--- src/rtl/imem_loader.sv ---
// Instruction memory loader: streams little-endian program bytes into a 32-word memory,
// then releases the CPU. Define IMEM_LOADER_CHECKSUM_EN to require a trailing checksum byte.
module imem_loader #(
  parameter int unsigned DEPTH = 32
) (
  input  logic        clk,
  input  logic        reset,
  input  logic        load_start,
  input  logic [5:0]  load_len,
  input  logic [7:0]  rx_data,
  input  logic        rx_valid,
  output logic        rx_ready,
  input  logic [31:0] pc,
  output logic [31:0] instruction,
  output logic        cpu_reset,
  output logic        load_done,
  output logic        load_error,
  output logic [5:0]  words_loaded
);

  typedef enum logic [1:0] {StIdle, StLoad, StCheck, StDone} state_e;

  state_e      r_state;
  state_e      w_state_next;
  logic [31:0] r_mem [DEPTH];
  logic [5:0]  r_words;
  logic [5:0]  r_len;
  logic [1:0]  r_byte_idx;
  logic [23:0] r_buf;

  logic w_accept;
  logic w_start;
  logic w_word_done;
  logic w_wr_en;
  logic w_last_word;
  logic w_unused_pc;

  assign rx_ready     = (r_state == StLoad) || (r_state == StCheck);
  assign w_accept     = rx_valid && rx_ready;
  assign w_start      = load_start && ((r_state == StIdle) || (r_state == StDone));
  assign w_word_done  = w_accept && (r_state == StLoad) && (r_byte_idx == 2'd3);
  assign w_wr_en      = w_word_done && (r_words < 6'(DEPTH));
  assign w_last_word  = w_word_done && ((r_words + 6'd1) == r_len);

  assign instruction  = r_mem[pc[6:2]];
  assign w_unused_pc  = ^{pc[31:7], pc[1:0]};
  assign words_loaded = r_words;
  assign cpu_reset    = (r_state != StDone);
  assign load_done    = (r_state == StDone);

`ifdef IMEM_LOADER_CHECKSUM_EN
  logic [7:0] r_sum;
  logic [7:0] w_sum_total;
  logic       r_error;

  assign w_sum_total = r_sum + rx_data;
  assign load_error  = r_error;

  always_ff @(posedge clk) begin
    if (reset) begin
      r_sum   <= 8'd0;
      r_error <= 1'b0;
    end else if (w_start) begin
      r_sum   <= 8'd0;
      r_error <= 1'b0;
    end else if (w_accept && (r_state == StLoad)) begin
      r_sum <= w_sum_total;
    end else if (w_accept && (r_state == StCheck) && (w_sum_total != 8'd0)) begin
      r_error <= 1'b1;
    end
  end
`else
  assign load_error = 1'b0;
`endif

  always_ff @(posedge clk) begin
    if (reset) begin
      r_state <= StIdle;
    end else begin
      r_state <= w_state_next;
    end
  end

  always_comb begin
    w_state_next = r_state;
    unique case (r_state)
      StIdle: if (load_start) w_state_next = StLoad;
      StLoad: begin
        if (w_last_word) begin
`ifdef IMEM_LOADER_CHECKSUM_EN
          w_state_next = StCheck;
`else
          w_state_next = StDone;
`endif
        end
      end
`ifdef IMEM_LOADER_CHECKSUM_EN
      StCheck: begin
        if (w_accept) w_state_next = (w_sum_total == 8'd0) ? StDone : StIdle;
      end
`endif
      StDone: if (load_start) w_state_next = StLoad;
      default: w_state_next = StIdle;
    endcase
  end

  // Only the first three bytes are buffered; the fourth goes straight into memory.
  always_ff @(posedge clk) begin
    if (reset) begin
      r_words    <= 6'd0;
      r_len      <= 6'd0;
      r_byte_idx <= 2'd0;
      r_buf      <= 24'd0;
    end else if (w_start) begin
      r_words    <= 6'd0;
      r_len      <= (load_len == 6'd0) ? 6'd32 : load_len;
      r_byte_idx <= 2'd0;
      r_buf      <= 24'd0;
    end else if (w_accept && (r_state == StLoad)) begin
      r_byte_idx <= r_byte_idx + 2'd1;
      case (r_byte_idx)
        2'd0:    r_buf[7:0]   <= rx_data;
        2'd1:    r_buf[15:8]  <= rx_data;
        2'd2:    r_buf[23:16] <= rx_data;
        default: r_buf        <= r_buf;
      endcase
      if (w_wr_en) r_words <= r_words + 6'd1;
    end
  end

  always_ff @(posedge clk) begin
    if (reset) begin
      for (int i = 0; i < DEPTH; i++) r_mem[i] <= 32'd0;
    end else if (w_wr_en) begin
      r_mem[r_words[4:0]] <= {rx_data, r_buf};
    end
  end

endmodule

--- config.mk ---
export PLATFORM = sky130hd
export DESIGN_NAME = imem_loader
export DESIGN_NICKNAME = d
export VERILOG_FILES = /design/src/rtl/imem_loader.sv
export SDC_FILE = /design/constraint.sdc
export NUM_CORES = 1
export LEC_CHECK = 0
export CELL_PAD_IN_SITES_DETAIL_PLACEMENT = 0
export CELL_PAD_IN_SITES_GLOBAL_PLACEMENT = 1
export CORE_AREA = 4 4 216 429
export DETAILED_ROUTE_END_ITERATION = 10
export DIE_AREA = 0 0 220 433
export PLACE_DENSITY = 0.77
export SYNTH_ARGS = -nofsm -noshare
export SYNTH_HDL_FRONTEND = slang
export SYNTH_SLANG_ARGS = --single-unit
--- constraint.sdc ---
create_clock -name clk -period 3.3 [get_ports clk]
set_input_delay 0.33 -clock clk [delete_from_list [all_inputs] [get_ports clk]]
set_output_delay 0.33 -clock clk [all_outputs]
set_load 0.01 [all_outputs]
**After elaboration in Yosys (flattened, before gate mapping)**

Memories as Yosys holds them, arrays and structs flattened.
Index checks and enable logic that the tools add are counted.

- Flip-flop bits (word level): 40
- Latch bits: 0
- Memory bits (writable): 1,024
- ROM bits: 0
- Bits of input ports: 50
- Output and inout port bits: 42
- Memories: 1

- $add $sub $neg: 2
- Multiply operators: 0
- Div/mod/pow operators: 0
- $lt $le $gt $ge: 1
- Equal/unequal tests: 10
- Shift-type cells: 0
- Multiplexer cells: 12
- Bitwise gates (word level): 0
- Reductions and logical operators: 19

Memory list:

| name | depth | bits a word | rd ports | clocked after Yosys merged registers in | wr ports | line | RTL |
|---|---|---|---|---|---|---|---|
| r_mem | 32 | 32 | 1 | 0 | 32 | 25 | `logic [31:0] r_mem [DEPTH];` |

Operators with widths:

| cell | number |
|---|---|
| 32-bit 2-to-1 mux | 1 |
| 32-bit OR reduction | 1 |
| 2-bit AND reduction | 5 |
| 2-bit == test (second input constant) | 4 |
| 6-bit by 1-bit adder with 6-bit output (second input constant) | 1 |
| 6-bit == test | 1 |
| 1-bit logical AND | 6 |
| 6-bit zero test | 1 |
| 6-bit < comparator (second input constant) | 1 |
| 1-bit 2-to-1 mux | 6 |
| 6-bit 2-to-1 mux | 1 |
| 5-bit 2-to-1 mux | 1 |
| 2-bit by 1-bit == test with 1-bit output (second input constant) | 2 |
| 2-bit zero test | 2 |
| 2-bit 2-to-1 mux | 2 |
| 2-bit inequality test (second input constant) | 2 |
| 2-bit one-hot mux with 2 select lines | 1 |
| 2-bit OR reduction | 2 |
| 2-bit by 1-bit adder with 2-bit output (second input constant) | 1 |
| 1-bit logical OR | 2 |
| 2-bit by 1-bit inequality test with 1-bit output (second input constant) | 1 |

**Logic depth before layout (Yosys ltp)**

Gate-level depths: netlist of the first run.

- Word-level depth: 11
- Depth in mapped cells: 9
- Mapped depth without buffers: 7

**Worst setup path after synthesis of the first run**

OpenSTA, ideal clock, no wires.

- Path type: register to register
- Start point: register r_state[1]
- End point: memory r_mem[31][0] (enable)
- Arrival: 2.270 ns
- Path slack: 0.655 ns
- Stages on the path, launching flop included: 9
- Path buffers: 2
- Path through: dfxtp_1 -> inv_1 -> ha_1 -> buf_4 -> nand3_2 -> or4b_2 -> clkbuf_1 -> nor2_1 -> or2_2

RTL lines:

| item | line | RTL |
|---|---|---|
| start, declared | 23 | `state_e r_state;` |
| start signal, assigned | 78 | `r_state <= StIdle;` |
| start signal, assigned | 80 | `r_state <= w_state_next;` |
| end, declared | 25 |  |

**Final worst setup path of the first run**

- Start point: memory r_mem[23][27]
- End point: output port instruction[27]

- Cells in the longest elaborated chain, start to end: 1

Ends and longest elaborated chain:

| item | line | RTL |
|---|---|---|
| memory read 32 x 32 bit | - |  |
| end, declared | 14 | `output logic [31:0] instruction,` |

Every way passes these cells.

==> reports/metrics.yaml, run 1 <==
status: "finished, final reports clean"
synthCells: 2953
synth_area_mm2: 0.04806
drv_cap: 0
slowest_delay_ps: 550
synth_seq_cells: 1064
drtPass1Iterations: 5
cts_hold_buf: 0
clkTransAtPathRegs_ps: 70
io_pins: 92
post_dp_cell_area_mm2: 0.05093
power.ir.vdd_worst_v: 0.0004037
cp.arrival_ps: 2910
crit_buf_inv: 1
start_util_pct: 53.87
finalHoldViolCount: 0
fmax_mhz: 308.2
clk_path_buf_depth: 3
grt_max_degree: 50
critical_path_required_ps: 2970
dpl.hpwl_mm: 81.48
drc: 0
final_core_util_pct: 60.49
hp-class: "in2reg"
syn_to_final_growth_pct: 12.28
avgSynthCellArea_um2: 16.27
die_area_mm2: 0.09526
setup_viol: 0
overflow: 0
tns_ps: 0
cts_max_level: 3
worst_setup_path_start_kind: "register"
die_h_um: 433
grt_pass1_wl_mm: 192.0
final_net_count: 3054
synth-edff-count: 1024
rsz0062_at_grt: "no"
die_w_um: 220
slew_viol_final: 0
skew_ps: 20.65
ys.flop_type: "edfxtp_1"
cts_setup_buffers: 0
io_buffers: 63
grt_pass1_vias: 27840
cts_tree: "built"
p_leak_nw: 18.78
cts_buffers: 91
crit_path_max_fanout: 1
slew_headroom_pct: 23.32
ys_warn_count: 0
clk_latency_ps: 680
routed_wl_mm: 134.3
rows: 155
end_kind: "primary output"
place_congestion: 0.8081
cts_root_buf: "clkbuf_16"
hold_ws_ps: 250.8
final_area_mm2: 0.05396
antenna_found_initial: 6
drtAntennaViolNets: 0
path_class: "reg2out"
path_cells: "mux4_2 > mux4_2 > mux2_2 > clkdlybuf4s50_1"
dr_total_vias: 26050
clock-sinks: 1064
grtUsageTotal_pct: 28.80
netlist-cell-type-count: 36
synthesis.nets: 3016
routed_via_density: 6.141
drt_iter0_markers: 2753
period_share_pct: 98.33
period_needed_ps: 3245
ys_seq_area_share_pct: 65.65
tightest_slew_ps: 1149
wl_per_cell_um: 31.67
crit_family: "multiplexers"
drive_above_1_share_pct: 23.86
p_per_area_mw_per_mm2: 541.9
crit_path_top_delay_cell: "mux4_2"
async_flop_share_pct: 0
core_mm2: 0.08921
fillCellCount: 6689
path_common_cell: "mux4_2"
-- synth_stat cells (all sizes together) (7+ instances only) --
library cell	instances	area, µm²
a21oi	7	35.03
and2	1025	6412
buf	46	249.0
clkbuf	238	893.4
dfxtp	40	800.8
edfxtp	1024	30750
ha	13	162.7
inv	8	30.03
mux2	32	360.4
mux2i	24	240.2
mux4	320	7207
nand2	21	78.83
nand3	9	50.05
nor2	71	266.5
nor3	7	35.03
or2	32	200.2
xnor2	10	87.58
-- layout make-up --
class / instances / area [µm²] / share of cell area [%]
clock buffers: 104 / 2369 / 4.389
repair buffers: 229 / 2405 / 4.457
multi-input cells: 1597 / 15490 / 28.71
diodes: 1 / 2.502 / 0.004637
clock inverters: 62 / 639.4 / 1.185
well taps: 1177 / 1473 / 2.729
inverters: 8 / 30.03 / 0.05565
flip-flops and latches: 1064 / 31550 / 58.47
-- flip-flops by register name, summed over array words and instances (netlist names) --
signal        flops
r_len             6
words_loaded      6
r_state           2
r_mem          1024
r_buf            24
r_byte_idx        2
-- report_power, final --
part | switching, mW | total [mW] | internal, mW | leakage [nW]
Combinational | 1.37 | 2.50 | 1.13 | 7.18
Sequential | 0.281 | 15.7 | 15.4 | 10.1
Clock | 4.95 | 11.1 | 6.12 | 1.44
Total | 6.60 | 29.2 | 22.6 | 18.8
-- cells in the final DEF (no fill, tap or decap), types with 10 or more instances in the layout --
master and instances:
and2_1 1025, buf_12 43, buf_4 124, bufinv_16 12, clkbuf_1 11, clkbuf_16 93, clkdlybuf4s50_1 31, clkinv_1 20
clkinv_2 13, clkinvlp_4 10, dfxtp_1 40, dlygate4sd2_1 17, edfxtp_1 1024, ha_1 13, mux2_2 27, mux2i_1 24
mux4_2 320, nand2_1 21, nor2_1 40, nor2_2 20, nor2_4 11, or2_2 32, xnor2_1 10
-- worst min-delay path: stages --
cell and delay [ps]:
clkdlybuf4s50_1 420, nand2_1 70, a21oi_1 50
-- metal layers --
layer / wire, µm / vias up / global-route usage, %
met5: 19 / - / 0
met3: 8795 / 335 / 4.120
met1: 43970 / 13650 / 32.85
li1: - / 10890 / -
met4: 6332 / 2 / 12.01
met2: 75210 / 1177 / 53.61
-- path summary, 6_finish.rpt --
| check | end | slack [ps] | startpoint | cells after the start |
|---|---|---|---|---|
| worst max-delay path | instruction[27] | 60 | r_mem[23][27] | 4 |
| worst min-delay path | r_len[0] | 250 | load_len[0] | 3 |
| worst max register to register | r_mem[27][9] | 250 | r_state[1] | 8 |
| worst min register to register | r_len[0] | 470 | r_len[0] | 2 |
-- through the flow --
step	std cells	setup WS, ps	total power [mW]
floorplan	2953	655.3	17.31
CTS	4241	3.978	29.39
global route	4241	0.9859	30.07
finish	4242	55.03	29.24
detailed placement	4075	7.098	18.53
global placement	4075	17.02	18.43
-- timing repair --
| action | 4_1_cts | 5_1_grt |
|---|---|---|
| pin swaps | 0 | 0 |
| gates resized for setup | 22 | 9 |
| setup endpoints to repair | 18 | 8 |
-- logic make-up after synthesis --
group / share of synthesized area [%]
buffers and inverters: 2.439
adders and majority gates: 0.3385
muxes: 16.25
DFF: 65.65
AOI/OAI and AO/OA: 0.1484
and+or+nand+nor: 14.90
xor gates and xnor gates: 0.2734
other: 0.007803
Note: power is estimated with default switching activity, not from simulation.
==> run 2: changes to the inputs <==
--- a/config.mk
+++ b/config.mk
@@ -11,6 +11,7 @@
 export DETAILED_ROUTE_END_ITERATION = 10
 export DIE_AREA = 0 0 220 433
 export PLACE_DENSITY = 0.77
+export SETUP_SLACK_MARGIN = 0.15
 export SYNTH_ARGS = -nofsm -noshare
 export SYNTH_HDL_FRONTEND = slang
 export SYNTH_SLANG_ARGS = --single-unit
==> reports/metrics.yaml, run 2 (same netlist as run 1, synthesis figures left out) <==
status: "finished, final reports clean"
grt_pass1_wl_mm: 192.0  # about the same
skew_ps: 21.22  # +0.5683 ps
cts_tree: "built"
drv_cap: 0  # unchanged
tns_ps: 0  # unchanged
slew_viol_final: 0  # unchanged
switching_share_pct: 22.59  # about the same
fin_cells: 4243  # +0.024%
core_mm2: 0.08921  # unchanged
pwr-share-seq_pct: 53.6  # about the same
drc: 0  # unchanged
wl_per_cell_um: 31.66  # about the same
die_area_mm2: 0.09526  # unchanged
p_leak_nw: 18.79  # about the same
crit_path_top_delay_cell: "mux4_2"
place_congestion: 0.8081  # unchanged
antenna_found_initial: 5  # -1
p_per_area_mw_per_mm2: 541.8  # about the same
worst_setup_path_start_kind: "register"
drt_iter0_markers: 2748  # -0.18%
crit_path_max_fanout: 1  # unchanged
crit_family: "multiplexers"
clk_latency_ps: 680  # about the same
overflow: 0  # unchanged
slew_headroom_pct: 24.17  # +0.85 points
cts_hold_buf: 0  # unchanged
routed_wl_mm: 134.3  # about the same
top_regs: "r_mem (1024), r_buf (24)"
layout_commonest_cell: "and2_1"
drtPass1Iterations: 5  # unchanged
clkTransAtPathRegs_ps: 70  # about the same
dr_total_vias: 26070  # +0.069%
period_needed_ps: 3103  # -142.4 ps
path_common_cell: "mux4_2"
drive_above_1_share_pct: 23.96  # +0.098 points
io_buffers: 63  # unchanged
hp-class: "in2reg"
power_mw: 29.24  # about the same
largest_reg_flops: 1024  # unchanged
die_h_um: 433  # unchanged
p_sw_mw: 6.605  # +0.10%
routed_via_density: 6.144  # about the same
fillCellCount: 6692  # +0.045%
final_net_count: 3054  # unchanged
path_cells: "mux4_2 > mux4_2 > mux2_2 > dlygate4sd2_1"
grt_max_degree: 50  # unchanged
dpl.hpwl_mm: 81.48  # unchanged
pwr-share-comb_pct: 8.6  # about the same
grt_pass1_vias: 27840  # +0.0036%
syn_to_final_growth_pct: 12.30  # about the same
path_class: "reg2out"
end_kind: "primary output"
top_register: "r_mem"
fmax_mhz: 322.3  # +4.6%
crit_buf_inv: 1  # unchanged
cts_root_buf: "clkbuf_16"
clk_path_buf_depth: 3  # unchanged
start_util_pct: 53.87  # unchanged
dp.cells: 4075  # unchanged
clockPowerShare_pct: 37.8  # about the same
tightest_slew_ps: 1136  # -12.78 ps
cts_buffers: 91  # unchanged
slowest_delay_ps: 580  # +30 ps
io_pins: 92  # unchanged
clock-sinks: 1064  # unchanged
cp.arrival_ps: 2770  # -140 ps
finalHoldViolCount: 0  # unchanged
setup_viol: 0  # unchanged
die_w_um: 220  # unchanged
internal_power_mw: 22.64  # about the same
rsz0062_at_grt: "no"
grtUsageTotal_pct: 28.80  # about the same
cts_max_level: 3  # unchanged
period_share_pct: 94.02  # -4.3 points
drtAntennaViolNets: 0  # unchanged
rows: 155  # unchanged
critical_path_required_ps: 2970  # about the same
final_cell_mix: "and2_1, edfxtp_1, mux4_2, buf_4, clkbuf_16"
power.ir.vdd_worst_v: 0.0004031  # -0.15%
==> run 2: cell count changes in the layout (fill, tap and decap cells not counted) <==
cell / before / now
clkdlybuf4s15_2: 0 / 2
clkbuf_2: 0 / 1
clkdlybuf4s15_1: 0 / 4
mux2_4: 5 / 8
mux2_2: 27 / 24
diode_2: 1 / 2
dlymetal6s2s_1: 6 / 5
clkdlybuf4s50_1: 31 / 24
dlygate4sd2_1: 17 / 18
==> run 2: cell type report <==
class | instances | area, µm² | share of cell area [%]
clock buffer | 104 | 2369 | 4.389
antenna | 2 | 5.005 | 0.009274
timing repair buffer | 229 | 2399 | 4.444
multi-input combinational | 1597 | 15500 | 28.73
tap | 1177 | 1473 | 2.729
clock inverter | 62 | 639.4 | 1.185
inverter | 8 | 30.03 | 0.05564
sequential | 1064 | 31550 | 58.46
==> run 2: power by group through the flow <==
stage                     clock, mW  sequential [mW]  combinational [mW]
after floorplan                   0             15.8                1.50
after global placement            0             15.9                2.53
after detailed placement          0             16.0                2.55
after CTS                      11.2             15.7                2.53
after global routing           11.7             15.7                2.61
final                          11.1             15.7                2.50
==> run 2: tightest hold or removal path: cells and delay by family <==
family | cells | cell delay (ps)
buffers and inverters | 1 | 420
and+or+nand+nor | 1 | 70
AOI/OAI and AO/OA | 1 | 50
==> run 2: stage by stage <==
| step | instance area (µm²) | utilization, % | hold WS [ps] | worst slack, ps |
|---|---|---|---|---|
| 2_1_floorplan | 48060 | - | 448.1 | 655.3 |
| 3_3_place_gp | 50930 | 57.09 | 471.7 | 17.02 |
| 3_5_place_dp | 50930 | 57.09 | 462.5 | 7.098 |
| 4_1_cts | 53940 | 60.46 | 208.6 | 12.90 |
| 5_1_grt | 53960 | 60.49 | 245.0 | 158.1 |
| 6_report | 53970 | 60.50 | 248.5 | 197.4 |
==> run 2: layer usage <==
layer	wire length, µm	up-vias	track usage, %
met5	0	-	0
met1	43760	13670	32.83
met3	9143	329	4.141
met4	6507	0	12.23
met2	74930	1195	53.50
li1	-	10880	-
==> run 2: worst paths after layout <==
path / start / end / slack, ps / depth (start not counted)
setup / recovery: r_mem[11][0] / instruction[0] / 200 / 4
hold / removal: load_len[0] / r_len[0] / 250 / 3
setup reg to reg: r_state[1] / r_mem[27][9] / 250 / 8
hold reg to reg: r_len[0] / r_len[0] / 470 / 2
==> run 2: what timing repair did <==
action                     CTS  global route
gates cloned                 0             0
resized for setup           38            13
buffers inserted             0             0
setup endpoints to repair   30             9
